$ cat config.mk
export PLATFORM = sky130hd
export DESIGN_NAME = ife_block_dispatch
export DESIGN_NICKNAME = d
export VERILOG_FILES = /design/src/rtl/ife_block_dispatch.sv
export SDC_FILE = /design/constraint.sdc
export NUM_CORES = 1
export LEC_CHECK = 0
export ABC_CLOCK_PERIOD_IN_PS = 5500
export CELL_PAD_IN_SITES_DETAIL_PLACEMENT = 1
export CELL_PAD_IN_SITES_GLOBAL_PLACEMENT = 1
export CORE_ASPECT_RATIO = 0.8
export CORE_MARGIN = 2
export CORE_UTILIZATION = 41
export CTS_BUF_LIST = sky130_fd_sc_hd__clkbuf_4 sky130_fd_sc_hd__clkbuf_8 sky130_fd_sc_hd__clkbuf_16
export CTS_CLUSTER_DIAMETER = 200
export CTS_CLUSTER_SIZE = 12
export DETAILED_ROUTE_END_ITERATION = 10
export PLACE_DENSITY_LB_ADDON = 0.1
export SYNTH_ARGS = -nofsm -noshare
export SYNTH_HDL_FRONTEND = slang
export SYNTH_SLANG_ARGS = --single-unit
$ cat constraint.sdc
create_clock -name clk -period 5.5 [get_ports clk]
set_input_delay 1.65 -clock clk [delete_from_list [all_inputs] [get_ports clk]]
set_output_delay 1.65 -clock clk [all_outputs]
set_load 0.01 [all_outputs]
$ cat src/rtl/ife_block_dispatch.sv
// ---------------------------------------------------------------------------
// ife_block_dispatch
//   Accepts a block of BLOCK_SIZE instructions and issues them one beat at a
//   time, lowest pending slot first. When SKIP_NOP is set, NOP slots are
//   dropped. A block made only of NOPs still issues one beat (its last slot),
//   so every block ends with exactly one instr_last beat. The last beat of a
//   block and the next block's acceptance can share a cycle, so consecutive
//   blocks issue with no bubble between them.
//
// Ports
//   clk, rst_n      clock, asynchronous active-low reset
//   block_id_in     id of the offered block
//   block_in        offered instructions, slot 0 in the least-significant lane
//   valid_in        offered block is valid
//   ready_in        block accepted this cycle when valid_in is also high
//   instr_out       issued instruction
//   instr_block_id  id of the block that owns instr_out
//   instr_slot      slot index of instr_out within its block
//   instr_last      instr_out is the final beat of its block
//   valid_out       instruction beat valid
//   ready_out       downstream accepts the beat
//   flush           discard the block in flight (synchronous)
//   blocks_done     count of blocks fully dispatched, wraps at 2^16
//
// state | meaning
// IDLE  | no block held, ready for a new one
// ISSUE | block held, at least one pending slot left to issue
// ---------------------------------------------------------------------------
module ife_block_dispatch #(
    parameter int                     BLOCK_ID_WIDTH = 8,
    parameter int                     INSTR_WIDTH    = 32,
    parameter int                     BLOCK_SIZE     = 4,
    parameter int                     SKIP_NOP       = 1,
    parameter logic [INSTR_WIDTH-1:0] NOP_ENCODING   = INSTR_WIDTH'(32'h0000_0013),
    localparam int                    SLOT_W         = $clog2(BLOCK_SIZE)
) (
    input  logic                                   clk,
    input  logic                                   rst_n,
    input  logic [BLOCK_ID_WIDTH-1:0]              block_id_in,
    input  logic [BLOCK_SIZE-1:0][INSTR_WIDTH-1:0] block_in,
    input  logic                                   valid_in,
    output logic                                   ready_in,
    output logic [INSTR_WIDTH-1:0]                 instr_out,
    output logic [BLOCK_ID_WIDTH-1:0]              instr_block_id,
    output logic [SLOT_W-1:0]                      instr_slot,
    output logic                                   instr_last,
    output logic                                   valid_out,
    input  logic                                   ready_out,
    input  logic                                   flush,
    output logic [15:0]                            blocks_done
);

    typedef enum logic {
        IDLE  = 1'b0,
        ISSUE = 1'b1
    } state_t;

    state_t                                 state_q, state_d;
    logic [BLOCK_SIZE-1:0][INSTR_WIDTH-1:0] block_q, block_d;
    logic [BLOCK_ID_WIDTH-1:0]              id_q, id_d;
    logic [BLOCK_SIZE-1:0]                  pending_q, pending_d;
    logic [15:0]                            done_q, done_d;

    logic [BLOCK_SIZE-1:0] load_mask;
    logic [BLOCK_SIZE-1:0] slot_onehot;
    logic [SLOT_W-1:0]     slot;
    logic                  single;
    logic                  xfer_in;
    logic                  xfer_out;

    // Pending mask for the offered block; an all-NOP block falls back to its
    // last slot so it still produces a terminating beat.
    always_comb begin
        load_mask = '0;
        for (int i = 0; i < BLOCK_SIZE; i++) begin
            load_mask[i] = (SKIP_NOP == 0) || (block_in[i] != NOP_ENCODING);
        end
        if (load_mask == '0) begin
            load_mask[BLOCK_SIZE-1] = 1'b1;
        end
    end

    // Lowest set pending bit selects the slot to issue.
    always_comb begin
        slot = '0;
        for (int i = BLOCK_SIZE - 1; i >= 0; i--) begin
            if (pending_q[i]) begin
                slot = SLOT_W'(i);
            end
        end
        slot_onehot       = '0;
        slot_onehot[slot] = 1'b1;
    end

    assign single = (pending_q != '0) &&
                    ((pending_q & (pending_q - BLOCK_SIZE'(1))) == '0);

    assign valid_out      = (state_q == ISSUE);
    assign instr_out      = block_q[slot];
    assign instr_block_id = id_q;
    assign instr_slot     = slot;
    assign instr_last     = valid_out && single;
    assign blocks_done    = done_q;

    assign xfer_out = valid_out && ready_out;
    assign ready_in = ((state_q == IDLE) || (xfer_out && instr_last)) && !flush;
    assign xfer_in  = valid_in && ready_in;

    always_comb begin
        state_d   = state_q;
        block_d   = block_q;
        id_d      = id_q;
        pending_d = pending_q;
        done_d    = done_q;
        if (flush) begin
            state_d   = IDLE;
            pending_d = '0;
        end else begin
            if (xfer_out) begin
                pending_d = pending_q & ~slot_onehot;
                if (instr_last) begin
                    done_d  = done_q + 16'd1;
                    state_d = IDLE;
                end
            end
            // Loading after the issue update lets a new block replace a
            // finishing one in the same cycle.
            if (xfer_in) begin
                block_d   = block_in;
                id_d      = block_id_in;
                pending_d = load_mask;
                state_d   = ISSUE;
            end
        end
    end

    always_ff @(posedge clk or negedge rst_n) begin
        if (!rst_n) begin
            state_q   <= IDLE;
            block_q   <= '0;
            id_q      <= '0;
            pending_q <= '0;
            done_q    <= '0;
        end else begin
            state_q   <= state_d;
            block_q   <= block_d;
            id_q      <= id_d;
            pending_q <= pending_d;
            done_q    <= done_d;
        end
    end

endmodule
==> results of run 1 <==
-- worst max-delay path, stage by stage --
cell	delay, ps
clkdlybuf4s50_1	530
o2111ai_1	250
a31oi_1	260
clkdlybuf4s50_1	580
-- through the flow --
| step | hold slack (ps) | cell area (µm²) |
|---|---|---|
| after floorplan | 457 | 7170 |
| after global placement | 465 | 9410 |
| after detailed placement | 474 | 9410 |
| after CTS | 487 | 9990 |
| after global routing | 504 | 9990 |
| final | 485 | 9990 |
-- power groups by stage --
stage          logic [mW]  clock network, mW  registers [mW]
6_report            0.933               1.16            1.53
5_1_grt              1.01               1.23            1.56
4_1_cts             0.945               1.18            1.53
3_5_place_dp        0.936                  0            1.55
3_3_place_gp        0.911                  0            1.53
2_1_floorplan       0.426                  0            1.50
-- registers in the layout (all words and copies together) (netlist names) --
signal / flops
valid_out: 1
pending_q: 4
instr_block_id: 8
blocks_done: 16
block_q: 128
-- kinds of logic after synthesis --
logic type      after synthesis
fa+ha+maj                     1
mux                         172
buf+inv                      36
xor+xnor                     16
simple gates                 86
flops                       157
compound gates               77
-- Yosys cell counts --
master,n,area share (%)
a21oi_1,2,0.14
nor4b_1,7,0.86
o21a_1,1,0.10
and3_1,6,0.52
nand3_1,9,0.63
a22oi_1,32,3.4
o2111ai_1,1,0.12
nor2_1,8,0.42
a311oi_2,1,0.21
ha_1,1,0.17
nand2_1,7,0.37
xnor2_1,11,1.3
mux2i_1,35,4.9
a31oi_1,3,0.26
buf_4,9,0.94
buf_2,10,0.70
and4b_1,1,0.14
and2_1,4,0.35
nand4_1,13,1.1
nor3_1,6,0.42
xor2_1,5,0.61
nor4b_2,1,0.21
o311ai_0,1,0.12
nor4_1,23,2.0
mux2_2,1,0.16
a211o_1,1,0.12
o21ai_0,33,2.3
and4_1,1,0.12
dfrtp_1,157,55
a311oi_1,1,0.12
o211ai_1,1,0.10
inv_1,5,0.26
mux2_1,136,21
clkbuf_1,12,0.63
-- worst min-delay path by stage --
stage,depth (start not counted),from,slack (ps),endpoint
detailed placement,1,block_q[27]$_DFFE_PN0P_,470,block_q[27]$_DFFE_PN0P_
CTS,1,block_q[27]$_DFFE_PN0P_,490,block_q[27]$_DFFE_PN0P_
floorplan,1,block_q[0]$_DFFE_PN0P_,460,block_q[0]$_DFFE_PN0P_
global route,1,block_q[27]$_DFFE_PN0P_,500,block_q[27]$_DFFE_PN0P_
finish,1,block_q[5]$_DFFE_PN0P_,480,block_q[5]$_DFFE_PN0P_
global placement,1,blocks_done[15]$_DFFE_PN0P_,460,blocks_done[15]$_DFFE_PN0P_
-- cell type report --
cell class	instances	area, µm²
clock buffers	21	474
clock inverters	11	110
fillers	1740	7230
inverters	5	18.8
multi-input cells	352	3080
flip-flops and latches	157	3930
well taps	225	282
repair buffers	210	2090
-- routing by layer --
| layer | GRT usage, % | up-vias | part of all wire, % |
|---|---|---|---|
| met5 | 0 | - | 0 |
| met4 | 6.37 | 0 | 1.4 |
| met3 | 6.04 | 22 | 5.6 |
| met2 | 35.8 | 155 | 45 |
| met1 | 33.6 | 2697 | 48 |
| li1 | - | 2433 | - |
-- cells in the final DEF, fill, tap and decap left out, types with 2 or more instances in the layout --
cell type,instances
buf_4,8
clkbuf_8,3
clkinvlp_4,3
mux2_1,136
a31oi_1,3
nor4_1,23
clkdlybuf4s50_1,200
nor4b_1,7
inv_6,2
and2_1,4
clkbuf_16,17
nand3_1,9
a21oi_1,2
clkinv_4,4
nand2_1,7
mux2i_1,35
a22oi_1,32
o21ai_0,33
dfrtp_1,157
and3_1,6
nand4_1,13
inv_1,5
nor3_1,5
nor2_1,7
xor2_1,5
xnor2_1,11
==> impl_metrics.tcl, run 1 <==
set metrics [dict create \
    outcome "finished, final reports clean" \
    worst_setup_path_start_kind "input port" \
    synth_top_family_by_area "multiplexers" \
    worstPathMaxFanout 4 \
    worstPathArrival_ps 3280 \
    synthCells 545 \
    worstPathRequired_ps 3850 \
    rows 43 \
    drv_cap 0 \
    drive_above_1_share_pct 6.22 \
    drc 0 \
    setup_violations 0 \
    yosysUniqueCellTypes 34 \
    tritoncts "yes" \
    wl_um 21400 \
    ctsHoldBuffers 0 \
    antenna_left 0 \
    synth_xor_area_share_pct 1.95 \
    synth_warnings 0 \
    grt_first_pass_wirelength_um 33400 \
    gp_congestion 0.810 \
    ys_seq_area_share_pct 54.8 \
    final_core_util_pct 58.0 \
    p_sw_share_pct 29.2 \
    rr_endpoint "block_q[67]$_DFFE_PN0P_" \
    synthAdderAreaFrac_pct 0.175 \
    p_int_mw 2.56 \
    finalNonFillerCells 981 \
    r2r_cells 5 \
    first_global_vias 5837 \
    power_density_nw_per_um2 362 \
    initial_core_util_pct 41.6 \
    fin_ws_ps 574 \
    relSlewSlack_pct 38.4 \
    period_share_pct 89.6 \
    io_pins 202 \
    syn_area_um2 7170 \
    synth_compound_area_share_pct 6.96 \
    grt_overflow_total 0 \
    grt_max_degree 99 \
    die_area_um2 18600 \
    cts_resized 0 \
    fin_tns_setup_ps 0 \
    p_leak_nw 4.00 \
    fin_nets 885 \
    clock_skew_ps 8.96 \
    p_clk_share_pct 32.0 \
    hold_path.class "reg -> reg" \
    htree_levels 4 \
    muxShareOfSynthArea_pct 26.4 \
    clock_path_buffers 2 \
    core-area_um2 17200 \
    reg2reg_slack_ps 2770 \
    combPwrFrac_pct 25.8 \
    numPortBuffers 201 \
    root_buffer "clkbuf_16" \
    power_frac_seq_pct 42.2 \
    dp.cells 949 \
    first_pass_iters 4 \
    area_growth_syn_to_layout_pct 39.3 \
    period_needed_ps 4930 \
    rsz0062_at_grt "no" \
    worst_ir_drop_vdd_v 0.000227 \
    clock_sinks 157 \
    grt.total_usage_pct 23.5 \
    power.switching_mw 1.05 \
    synthesis.nets 687 \
    syn_avg_cell_area_um2 13.2 \
    worst_pin_slew_ps 924 \
    path_clk_slew_ps 70 \
    synth-simple-area-share_pct 7.17 \
    die_w_um 152 \
    clk_latency_ps 420 \
    grt_antenna_before_repair 0 \
    drv_slew 0 \
    r2r_start "pending_q[0]$_DFFE_PN0P_" \
    ys_ff_latch 157 \
    critPathCapture "ready_in" \
    wl_per_cell_um 21.8 \
    num_vias 5307 \
    dieHeight_um 122 \
    clock.fmax_ghz 0.203 \
    hold_viol 0 \
    num_antenna_cells 0 \
    postCtsSetupBuffers 0 \
    power.total_mw 3.62 \
    drt-initial-drc-count 223 \
    vias_per_cell 5.41 \
    dp_hpwl_um 15800 \
    pre_cts_ws_ps 584 \
    path_class "in -> out" \
    numCtsBuffers 17 \
    crit_path_end_kind "primary output" \
    startpoint "ready_out" \
]
(Power assumes the default switching activity.)
==> run 2: changes to the inputs <==
--- a/config.mk
+++ b/config.mk
@@ -5,12 +5,12 @@
 export SDC_FILE = /design/constraint.sdc
 export NUM_CORES = 1
 export LEC_CHECK = 0
-export ABC_CLOCK_PERIOD_IN_PS = 5500
+export ABC_CLOCK_PERIOD_IN_PS = 4790
 export CELL_PAD_IN_SITES_DETAIL_PLACEMENT = 1
 export CELL_PAD_IN_SITES_GLOBAL_PLACEMENT = 1
 export CORE_ASPECT_RATIO = 0.8
 export CORE_MARGIN = 2
-export CORE_UTILIZATION = 41
+export CORE_UTILIZATION = 38
 export CTS_BUF_LIST = sky130_fd_sc_hd__clkbuf_4 sky130_fd_sc_hd__clkbuf_8 sky130_fd_sc_hd__clkbuf_16
 export CTS_CLUSTER_DIAMETER = 200
 export CTS_CLUSTER_SIZE = 12
==> constraint.sdc (replaced) <==
create_clock -name clk -period 4.79 [get_ports clk]
set_input_delay 1.437 -clock clk [delete_from_list [all_inputs] [get_ports clk]]
set_output_delay 1.437 -clock clk [all_outputs]
set_load 0.01 [all_outputs]
==> run 2 against run 1 <==
Via count increased by 1.7%; sequential share of layout area decreased by 0.51 points; first-iteration DRC count decreased by 10%; design area increased by 1.3%; critical path depth unchanged; count of clock-buffer cells in the layout decreased by 3; utilization decreased by 2.8 points; flip-flop and latch count unchanged; final cell count increased by 3.5%; worst setup slack got worse by 250 ps; critical path type unchanged.
==> impl_metrics.tcl, run 2 (synthesis gave the netlist of run 1 again) <==
set metrics [dict create \
    outcome "finished, final reports clean" \
    clock_sinks 157 \
    grt_first_pass_wirelength_um 34400 \
    num_antenna_cells 0 \
    power_frac_seq_pct 41.9 \
    initial_core_util_pct 39.1 \
    antenna_left 0 \
    wl_per_cell_um 21.4 \
    period_share_pct 93.2 \
    post_dp_cell_area_um2 9540 \
    dieHeight_um 127 \
    dp_hpwl_um 16300 \
    path_clk_slew_ps 60 \
    core-area_um2 18300 \
    die_w_um 158 \
    drt-initial-drc-count 200 \
    worstPathArrival_ps 3030 \
    numPortBuffers 201 \
    fin_tns_setup_ps 0 \
    worstPathRequired_ps 3350 \
    p_sw_share_pct 30.0 \
    hold_viol 0 \
    gp_congestion 0.865 \
    rsz0062_at_grt "no" \
    clock_skew_ps 11.6 \
    power.switching_mw 1.25 \
    final_common_cell "clkdlybuf4s50_1" \
    hold_start "blocks_done[15]$_DFFE_PN0P_" \
    root_buffer "clkbuf_16" \
    numCtsBuffers 17 \
    first_pass_iters 4 \
    r2r_start "pending_q[0]$_DFFE_PN0P_" \
    cts_resized 0 \
    cpMostUsedCell "clkdlybuf4s50_1" \
    combPwrFrac_pct 26.0 \
    p_leak_nw 4.05 \
    fin_nets 891 \
    multiInputGateArea_um2 3080 \
    grt_overflow_total 0 \
    io_pins 202 \
    drv_cap 0 \
    crit_path_end_kind "primary output" \
    wl_um 21700 \
    p_clk_share_pct 32.1 \
    path_cells "clkdlybuf4s50_1 -> o2111ai_1 -> a31oi_1 -> clkdlybuf4s50_1" \
    vias_per_cell 5.32 \
    path_class "in -> out" \
    ctsHoldBuffers 0 \
    die_area_um2 20000 \
    hold_path.class "reg -> reg" \
    setup_violations 0 \
    worst_setup_path_start_kind "input port" \
    final_cell_mix "clkdlybuf4s50_1, dfrtp_1, mux2_1" \
    htree_levels 4 \
    largest_reg_flops 128 \
    clock_path_buffers 2 \
    relSlewSlack_pct 39.3 \
    clock.fmax_ghz 0.224 \
    period_needed_ps 4470 \
    seqCellArea_um2 3930 \
    max_stage_delay_ps 560 \
    startpoint "ready_out" \
    drc 0 \
    grt.total_usage_pct 22.8 \
    grt_max_degree 89 \
    tritoncts "yes" \
    cp_slowest_cell "clkdlybuf4s50_1" \
    p_int_mw 2.93 \
    clk_latency_ps 430 \
    top_register "block_q" \
    drive_above_1_share_pct 6.96 \
    first_global_vias 6022 \
    postCtsSetupBuffers 0 \
    drv_slew 0 \
    power_density_nw_per_um2 414 \
    worst_ir_drop_vdd_v 0.000206 \
    fin_area_um2 10100 \
    worstPathMaxFanout 4 \
    rows 44 \
    fillCellCount 1826 \
    num_vias 5395 \
    worst_pin_slew_ps 911 \
    area_growth_syn_to_layout_pct 41.2 \
    grt_antenna_before_repair 0 \
]
[run 2: final cells by class]
| type | count | share of cell area (%) |
|---|---|---|
| multi-input combinational | 352 | 30.5 |
| sequential | 157 | 38.8 |
| clock inverter | 14 | 1.45 |
| inverter | 5 | 0.185 |
| timing repair buffer | 216 | 21.6 |
| tap | 253 | 3.13 |
| clock buffer | 18 | 4.34 |
[run 2: critical path: cells and delay by family]
| kind | cells | cell delay [ps] |
|---|---|---|
| AO/OA/AOI/OAI | 2 | 490 |
| buffers and inverters | 2 | 1100 |
[run 2: layer usage]
metal  vias up  share of wire (%)  global-route usage (%)  routed length (µm)
li1       2448                  -                       -                   -
met2       144                 47                    36.4               10200
met4         0                1.3                    6.26                 278
met5         -                  0                       0                   0
met3        19                5.2                    5.09                1130
met1      2784                 47                    31.5               10100
[run 2: stage by stage]
stage	setup slack, ps	power, mW	hold WS, ps	instances	utilization, %
5_1_grt	219	4.40	497	1015	55.2
6_report	325	4.19	475	1015	55.2
4_1_cts	318	4.24	487	1015	55.2
3_5_place_dp	326	2.87	475	983	52.0
3_3_place_gp	362	2.82	463	983	52.0
2_1_floorplan	1460	2.22	457	545	-
[run 2: worst paths after layout]
path,endpoint,slack (ps),depth (start not counted)
worst max-delay path,ready_in,330,4
worst min-delay path,blocks_done[15]$_DFFE_PN0P_,480,1
worst max register to register,block_q[81]$_DFFE_PN0P_,2020,5
worst min register to register,blocks_done[15]$_DFFE_PN0P_,480,1
max in group asynchronous,block_q[77]$_DFFE_PN0P_,2800,2
min in group asynchronous,block_q[5]$_DFFE_PN0P_,1060,1
[run 2: power by group through the flow]
| stage | clock, mW | combinational, mW | sequential [mW] |
|---|---|---|---|
| detailed placement | 0 | 1.09 | 1.78 |
| global route | 1.43 | 1.18 | 1.80 |
| finish | 1.34 | 1.09 | 1.75 |
| CTS | 1.38 | 1.10 | 1.76 |
| global placement | 0 | 1.07 | 1.75 |
| floorplan | 0 | 0.489 | 1.73 |
==> run 3: changes to the inputs <==
--- a/config.mk
+++ b/config.mk
@@ -5,16 +5,17 @@
 export SDC_FILE = /design/constraint.sdc
 export NUM_CORES = 1
 export LEC_CHECK = 0
-export ABC_CLOCK_PERIOD_IN_PS = 4790
+export ABC_CLOCK_PERIOD_IN_PS = 5500
 export CELL_PAD_IN_SITES_DETAIL_PLACEMENT = 1
 export CELL_PAD_IN_SITES_GLOBAL_PLACEMENT = 1
 export CORE_ASPECT_RATIO = 0.8
 export CORE_MARGIN = 2
-export CORE_UTILIZATION = 38
+export CORE_UTILIZATION = 42
 export CTS_BUF_LIST = sky130_fd_sc_hd__clkbuf_4 sky130_fd_sc_hd__clkbuf_8 sky130_fd_sc_hd__clkbuf_16
 export CTS_CLUSTER_DIAMETER = 200
 export CTS_CLUSTER_SIZE = 12
 export DETAILED_ROUTE_END_ITERATION = 10
+export DONT_BUFFER_PORTS = 1
 export PLACE_DENSITY_LB_ADDON = 0.1
 export SYNTH_ARGS = -nofsm -noshare
 export SYNTH_HDL_FRONTEND = slang
==> constraint.sdc (replaced) <==
create_clock -name clk -period 5.5 [get_ports clk]
set_input_delay 1.65 -clock clk [delete_from_list [all_inputs] [get_ports clk]]
set_output_delay 1.65 -clock clk [all_outputs]
set_load 0.01 [all_outputs]
==> run 3 against run 2 <==
Via count down 13%; flip-flop and latch count unchanged; global-route usage rose by 0.78 points; clock power fell by 12%; design area is 22% lower.
==> impl_metrics.tcl, run 3 (synthesis gave the netlist of run 1 again) <==
set metrics [dict create \
    power_density_nw_per_um2 413 \
    postCtsSetupBuffers 0 \
    worstPathMaxFanout 17 \
    gp_congestion 0.848 \
    dp_hpwl_um 15000 \
    initial_core_util_pct 43.2 \
    numCtsBuffers 17 \
    num_antenna_cells 0 \
    clock_path_buffers 2 \
    r2r_cells 5 \
    grt_first_pass_wirelength_um 31100 \
    cts_resized 0 \
    clock_skew_ps 8.57 \
    drc 0 \
    first_global_vias 5093 \
    fin_nets 680 \
    tritoncts "yes" \
    cp.depth 6 \
    path_cells "inv_1 -> a21oi_1 -> nor2_4 -> buf_4 -> mux2i_1 -> o21ai_0" \
    rsz0062_at_grt "no" \
    drv_slew 0 \
    die_w_um 150 \
    grt_antenna_before_repair 0 \
    final_cell_mix "dfrtp_1, mux2_1, mux2i_1" \
    path_clk_slew_ps 60 \
    die_area_um2 18100 \
    post_dp_cell_area_um2 7360 \
    crit_path_end_kind "primary output" \
    outcome "finished, final reports clean" \
    fin_area_um2 7940 \
    hold_start "block_q[83]$_DFFE_PN0P_" \
    grt.total_usage_pct 23.6 \
    dieHeight_um 121 \
    path_buf_inv 2 \
    rows 42 \
    clock_sinks 157 \
    r2r_start "pending_q[0]$_DFFE_PN0P_" \
    worstPathRequired_ps 3850 \
    relSlewSlack_pct 44.8 \
    antenna_left 0 \
    num_vias 4679 \
    p_leak_nw 3.20 \
    final_common_cell "dfrtp_1" \
    drv_cap 0 \
    cp_top_family "buffers and inverters" \
    ctsHoldBuffers 0 \
    finalNonFillerCells 771 \
    dp.cells 739 \
    io_pins 202 \
    root_buffer "clkbuf_16" \
    cp_slowest_cell "nor2_4" \
    period_share_pct 79.9 \
    worst_pin_slew_ps 828 \
    min_to "block_q[83]$_DFFE_PN0P_" \
    top_register "block_q" \
    reg2reg_slack_ps 2810 \
    largest_reg_flops 128 \
    first_pass_iters 6 \
    numPortBuffers 0 \
    wl_per_cell_um 26.9 \
    rr_endpoint "block_q[82]$_DFFE_PN0P_" \
    drt-initial-drc-count 226 \
    clk_latency_ps 430 \
    hold_viol 0 \
    htree_levels 4 \
    max_stage_delay_ps 550 \
    worstPathArrival_ps 2740 \
    grt_max_degree 158 \
    setup_violations 0 \
    vias_per_cell 6.07 \
    hold_depth 1 \
    area_growth_syn_to_layout_pct 10.8 \
    hold_path.class "reg -> reg" \
    worst_setup_path_start_kind "flop" \
    core-area_um2 16600 \
    wl_um 20700 \
    fin_tns_setup_ps 0 \
    period_needed_ps 4390 \
    drive_above_1_share_pct 7.62 \
    worst_ir_drop_vdd_v 0.000195 \
    path_class "reg -> out" \
    clock.fmax_ghz 0.228 \
    grt_overflow_total 0 \
]
[run 3: cell types whose count changed in the layout (fill, tap and decap cells not counted)]
cell | previous run | this run
clkdlybuf4s50_1 | 200 | 0
inv_6 | 8 | 1
buf_4 | 10 | 4
buf_12 | 5 | 1
clkinv_2 | 0 | 3
clkinvlp_4 | 0 | 3
buf_6 | 1 | 0
bufinv_16 | 1 | 2
clkbuf_4 | 0 | 1
inv_8 | 1 | 0
[run 3: through the flow]
step | setup slack (ps) | hold slack [ps] | power [mW] | utilization (%)
finish | 1110 | 485 | 3.28 | 47.8
global placement | 1630 | 467 | 2.09 | 44.3
detailed placement | 1560 | 475 | 2.12 | 44.3
floorplan | 1740 | 457 | 1.93 | -
global route | 963 | 502 | 3.43 | 47.8
CTS | 1110 | 490 | 3.31 | 47.8
[run 3: worst reg2reg max path: cells and delay by family (launching register included)]
| family | cells | cell delay, ps |
|---|---|---|
| muxes | 1 | 540 |
| AOI/OAI and AO/OA | 1 | 370 |
| and+or+nand+nor | 2 | 560 |
| DFF | 1 | 510 |
| buffers and inverters | 1 | 580 |
[run 3: report_power, final]
group / internal, mW / switching [mW] / total (mW)
sequential: 1.39 / 0.177 / 1.56
combinational: 0.231 / 0.306 / 0.537
clock: 0.687 / 0.490 / 1.18
total: 2.30 / 0.973 / 3.28
[run 3: worst max-delay path by stage]
stage / from / slack [ps] / endpoint
final: pending_q[2]$_DFFE_PN0P_ / 1110 / instr_out[25]
after global routing: pending_q[2]$_DFFE_PN0P_ / 960 / instr_out[20]
after floorplan: ready_out / 1740 / ready_in
after detailed placement: pending_q[2]$_DFFE_PN0P_ / 1560 / instr_out[25]
after global placement: ready_out / 1630 / ready_in
after CTS: pending_q[2]$_DFFE_PN0P_ / 1110 / instr_out[25]
[run 3: area by class of cell]
| class | count | area, µm² |
|---|---|---|
| Multi-Input combinational cell | 352 | 3080 |
| Clock buffer | 19 | 447 |
| Fill cell | 1708 | 8660 |
| Inverter | 5 | 18.8 |
| Sequential cell | 157 | 3930 |
| Clock inverter | 13 | 141 |
| Timing Repair Buffer | 5 | 50.0 |
| Tap cell | 220 | 275 |
[run 3: layer usage]
metal,track usage [%],routed length (µm)
met1,35.1,9890
met2,32.6,8880
met3,8.61,1740
met4,5.90,215
met5,0,0
